$ cat src/rtl/immediate_reader_pkg.sv
// Shared definitions for the immediate/displacement fetch unit.
package immediate_reader_pkg;

  typedef enum logic [1:0] {IDLE, FETCH, DONE} immed_state_t;

  localparam int IMMED_MAX_BYTES = 2;

  function automatic logic [15:0] sign_extend8(input logic [7:0] b);
    return {{8{b[7]}}, b};
  endfunction

endpackage

$ cat src/rtl/immediate_reader.sv
// Pulls a 1- or 2-byte immediate out of the instruction-stream FIFO and hands
// it to the ModR/M decode stage as a 16-bit value.
module immediate_reader
  import immediate_reader_pkg::*;
(
  input  logic        clk,
  input  logic        reset,
  input  logic        start,
  input  logic        is_8bit,
  input  logic        clear,
  output logic        busy,
  output logic        complete,
  output logic [15:0] immediate,
  output logic        fifo_rd_en,
  input  logic [7:0]  fifo_rd_data,
  input  logic        fifo_empty
);

  immed_state_t state, state_next;
  logic [1:0]   need, req_cnt, got_cnt;
  logic         rd_pending, mode_8bit, start_hold;
  logic [7:0]   lo_byte;
  logic         accept, latch, final_latch;

  // start_hold blocks re-acceptance of a request level still held from the previous op
  always_comb begin
    accept      = (state == IDLE) & start & ~start_hold & ~clear;
    latch       = (state == FETCH) & rd_pending & ~clear;
    final_latch = latch & ((got_cnt + 2'd1) == need);
    fifo_rd_en  = (state == FETCH) & ~fifo_empty & (req_cnt != need) & ~clear;
    complete    = (state == DONE) & ~clear;
    busy        = (state == FETCH) | ((state == IDLE) & start & ~start_hold & reset);

    state_next = state;
    case (state)
      IDLE:    if (accept) state_next = FETCH;
      FETCH:   if (final_latch) state_next = DONE;
      DONE:    state_next = IDLE;
      default: state_next = IDLE;
    endcase
    if (clear) state_next = IDLE;
  end

  always_ff @(posedge clk) begin
    if (!reset) begin
      state      <= IDLE;
      need       <= '0;
      req_cnt    <= '0;
      got_cnt    <= '0;
      rd_pending <= 1'b0;
      mode_8bit  <= 1'b0;
      start_hold <= 1'b0;
      lo_byte    <= '0;
      immediate  <= '0;
    end else begin
      state      <= state_next;
      start_hold <= start & (start_hold | accept);
      if (clear) begin
        rd_pending <= 1'b0;
        req_cnt    <= '0;
        got_cnt    <= '0;
      end else if (accept) begin
        need       <= is_8bit ? 2'd1 : 2'(IMMED_MAX_BYTES);
        mode_8bit  <= is_8bit;
        req_cnt    <= '0;
        got_cnt    <= '0;
        rd_pending <= 1'b0;
      end else begin
        rd_pending <= fifo_rd_en;
        if (fifo_rd_en) req_cnt <= req_cnt + 2'd1;
        // Bytes arrive low first; the final one is merged straight into the result
        if (latch) begin
          got_cnt <= got_cnt + 2'd1;
          if (got_cnt == 2'd0) lo_byte <= fifo_rd_data;
          if (final_latch)
            immediate <= mode_8bit ? sign_extend8(fifo_rd_data) : {fifo_rd_data, lo_byte};
        end
      end
    end
  end

endmodule

$ cat config.mk
export PLATFORM = sky130hd
export DESIGN_NAME = immediate_reader
export DESIGN_NICKNAME = d
export VERILOG_FILES = /design/src/rtl/immediate_reader_pkg.sv /design/src/rtl/immediate_reader.sv
export SDC_FILE = /design/constraint.sdc
export NUM_CORES = 1
export LEC_CHECK = 0
export ABC_AREA = 1
export BUFFER_PORTS_ARGS = -buffer_cell sky130_fd_sc_hd__buf_2
export CAP_MARGIN = 20
export CORE_MARGIN = 2
export CORE_UTILIZATION = 45
export DETAILED_ROUTE_END_ITERATION = 6
export PLACE_DENSITY = 0.67
export SLEW_MARGIN = 20
export SYNTH_ARGS = -nofsm -noshare
export SYNTH_HDL_FRONTEND = slang
export SYNTH_SLANG_ARGS = --single-unit
$ cat constraint.sdc
create_clock -name clk -period 2.32 [get_ports clk]
set_input_delay 0.464 -clock clk [delete_from_list [all_inputs] [get_ports clk]]
set_output_delay 0.464 -clock clk [all_outputs]
set_load 0.05 [all_outputs]
==> results.sh <==
export IMPL_grt_pass1_wl_um=5700
export IMPL_synth_area_sq_mm=0.00155
export IMPL_worst_slew_pin_transition_ns=0.486
export IMPL_power_per_cell_area_mw_per_mm2=553
export IMPL_cts_sinks=34
export IMPL_outcome="finished, final reports clean"
export IMPL_gr_total_overflow=0
export IMPL_nets=259
export IMPL_yosysUniqueCellTypes=22
export IMPL_synth_edff_count=0
export IMPL_crit_type="reg2out"
export IMPL_hpwl_um=2340
export IMPL_cap_violations=0
export IMPL_die_area_sq_mm=0.00392
export IMPL_slew_headroom=0.675
export IMPL_cp_end_kind="output port"
export IMPL_clk_path_buf_depth=2
export IMPL_firstDrtPassIters=4
export IMPL_diodes=0
export IMPL_cts_tree="yes"
export IMPL_rsz0062_at_grt="false"
export IMPL_worstPathArrival_ns=1.57
export IMPL_wl_per_cell_um=11.4
export IMPL_cp_required_ns=1.86
export IMPL_hold_viol_final=0
export IMPL_finalMaxSlewViolations=0
export IMPL_vias=1416
export IMPL_synth_area_leaders="dfxtp_1 (44%), nand2_1 (14%), a21oi_1 (9.7%)"
export IMPL_cp_max_fo=8
export IMPL_cts_resized=0
export IMPL_port_buffers=32
export IMPL_initial_core_util=0.467
export IMPL_yosysMostFrequentCell="nand2_1"
export IMPL_first_iter_violations=52
export IMPL_pre_cts_ws_ns=0.595
export IMPL_hp_class="in2reg"
export IMPL_grt_antenna_before_repair=0
export IMPL_yosysWarnings=0
export IMPL_ant_nets=0
export IMPL_setup_slack_ns=0.286
export IMPL_grt_util_all_layers=0.183
export IMPL_ys_seq_elements=34
export IMPL_syn_area_per_cell_sq_um=7.37
export IMPL_remaining_drc_errors=0
export IMPL_ys_seq_area_frac=0.440
export IMPL_final_setup_skew_ns=0.00539
export IMPL_dieHeight_um=62.6
export IMPL_area_growth_pct=14.5
export IMPL_leakage_nw=0.741
export IMPL_htree_num_levels=2
export IMPL_row_count=21
export IMPL_peakVddDrop_v=0.000267
export IMPL_max_freq_ghz=0.492
export IMPL_die_w_um=62.6
export IMPL_drt_total_wl_um=3310
export IMPL_min_period_over_period=0.877
export IMPL_cts_root_buf="clkbuf_4"
export IMPL_clk_pin_slew_ns=0.09
export IMPL_tns_ns=0
export IMPL_grt_pass1_vias=1345
export IMPL_cts_buffers=5
export IMPL_synth_nets=225
export IMPL_grt_max_degree=20
export IMPL_cts_hold_buf=0
export IMPL_vias_per_cell=4.88
export IMPL_gp_congestion=0.777
export IMPL_synth_cells=210
export IMPL_core_sq_mm=0.00331
export IMPL_setup_viol=0
export IMPL_synth_top_area_cell="dfxtp_1"
export IMPL_synth_top_area_frac=0.440
export IMPL_async_flop_share=0
export IMPL_clk_latency_ns=0.33
export IMPL_io_pins=33
export IMPL_cts_setup_buffers=0
export IMPL_crit_path_start_kind="flip-flop"
export IMPL_ys_flop_type="dfxtp_1"
export IMPL_drive_gt1_frac=0.197
export IMPL_synth_common_cells="nand2_1 (59), dfxtp_1 (34), a21oi_1 (30)"
export IMPL_min_period_ns=2.03
[sequential cells by signal, indices dropped and copies added, names as in the netlist]
register	cells
lo_byte	8
req_cnt	2
state	2
got_cnt	2
immediate	16
rd_pending	1
need	2
start_hold	1
[metrics by stage]
stage / std cells / total power (W) / area, sq um / hold WS (ns) / utilization
final: 290 / 0.000979 / 1770 / 0.360 / 0.535
after global routing: 290 / 0.00103 / 1770 / 0.358 / 0.535
after detailed placement: 283 / 0.000697 / 1730 / 0.441 / 0.522
after floorplan: 210 / 0.000665 / 1550 / 0.425 / -
after global placement: 283 / 0.000697 / 1730 / 0.432 / 0.522
after CTS: 290 / 0.000992 / 1770 / 0.351 / 0.535
[final cells by class]
class,count,area [sq um]
sequential,34,681
multi-input combinational,144,712
inverter,23,86.3
timing repair buffer,36,190
tap,46,57.6
fill,359,1540
clock buffer,7,45.0
[report_power, final]
group          switching [W]  total (W)  internal, W
Sequential        0.00000408   0.000591     0.000587
Clock               0.000181   0.000295     0.000114
Combinational      0.0000634  0.0000931    0.0000297
[cell usage in the layout (no fill, tap or decap)]
master | Yosys | layout
clkinv_1 | 1 | 1
dfxtp_1 | 34 | 34
buf_2 | 1 | 32
xor2_2 | 1 | 1
nand3_1 | 2 | 2
nand2_4 | 1 | 1
inv_2 | 2 | 2
nand3_4 | 1 | 1
nand4_1 | 17 | 17
o21ai_1 | 1 | 1
clkbuf_4 | 0 | 5
clkbuf_1 | 3 | 2
nor2_4 | 1 | 1
inv_1 | 20 | 20
nor3_1 | 1 | 1
xnor2_2 | 1 | 1
nand2_1 | 59 | 59
buf_4 | 1 | 4
o21ai_0 | 19 | 19
a21oi_1 | 30 | 30
ha_1 | 1 | 1
nor2_1 | 9 | 9
[logic make-up after synthesis]
logic type | Yosys count | synth area share
AO/OA/AOI/OAI | 50 | 0.162
XOR/XNOR | 2 | 0.0210
adder cells (fa/ha/maj) | 1 | 0.00808
buffers and inverters | 32 | 0.100
flip-flops | 34 | 0.440
AND/OR/NAND/NOR | 91 | 0.269
[metal layers]
layer	GRT usage	part of all wire	vias to the layer above
met5	0	0	-
met4	0.0917	0.017	0
met3	0.0450	0.042	6
met2	0.313	0.46	33
met1	0.212	0.48	619
li1	-	-	758
[worst max-delay path, stage by stage (launching register included)]
cell and delay (ns):
dfxtp_1 0.42, inv_2 0.11, nand2_1 0.08, nand2_1 0.05, nand2_1 0.07, nand3_1 0.16, inv_1 0.09, buf_2 0.26
[final timing paths]
| path | depth (start not counted) | to | slack (ns) | start |
|---|---|---|---|---|
| hold reg to reg | 2 | lo_byte[1] | 0.45 | lo_byte[1] |
| setup / recovery | 7 | fifo_rd_en | 0.29 | need[0] |
| setup reg to reg | 6 | immediate[3] | 0.68 | got_cnt[0] |
| hold / removal | 3 | start_hold | 0.36 | start |
Note: power is estimated with default switching activity, not from simulation.
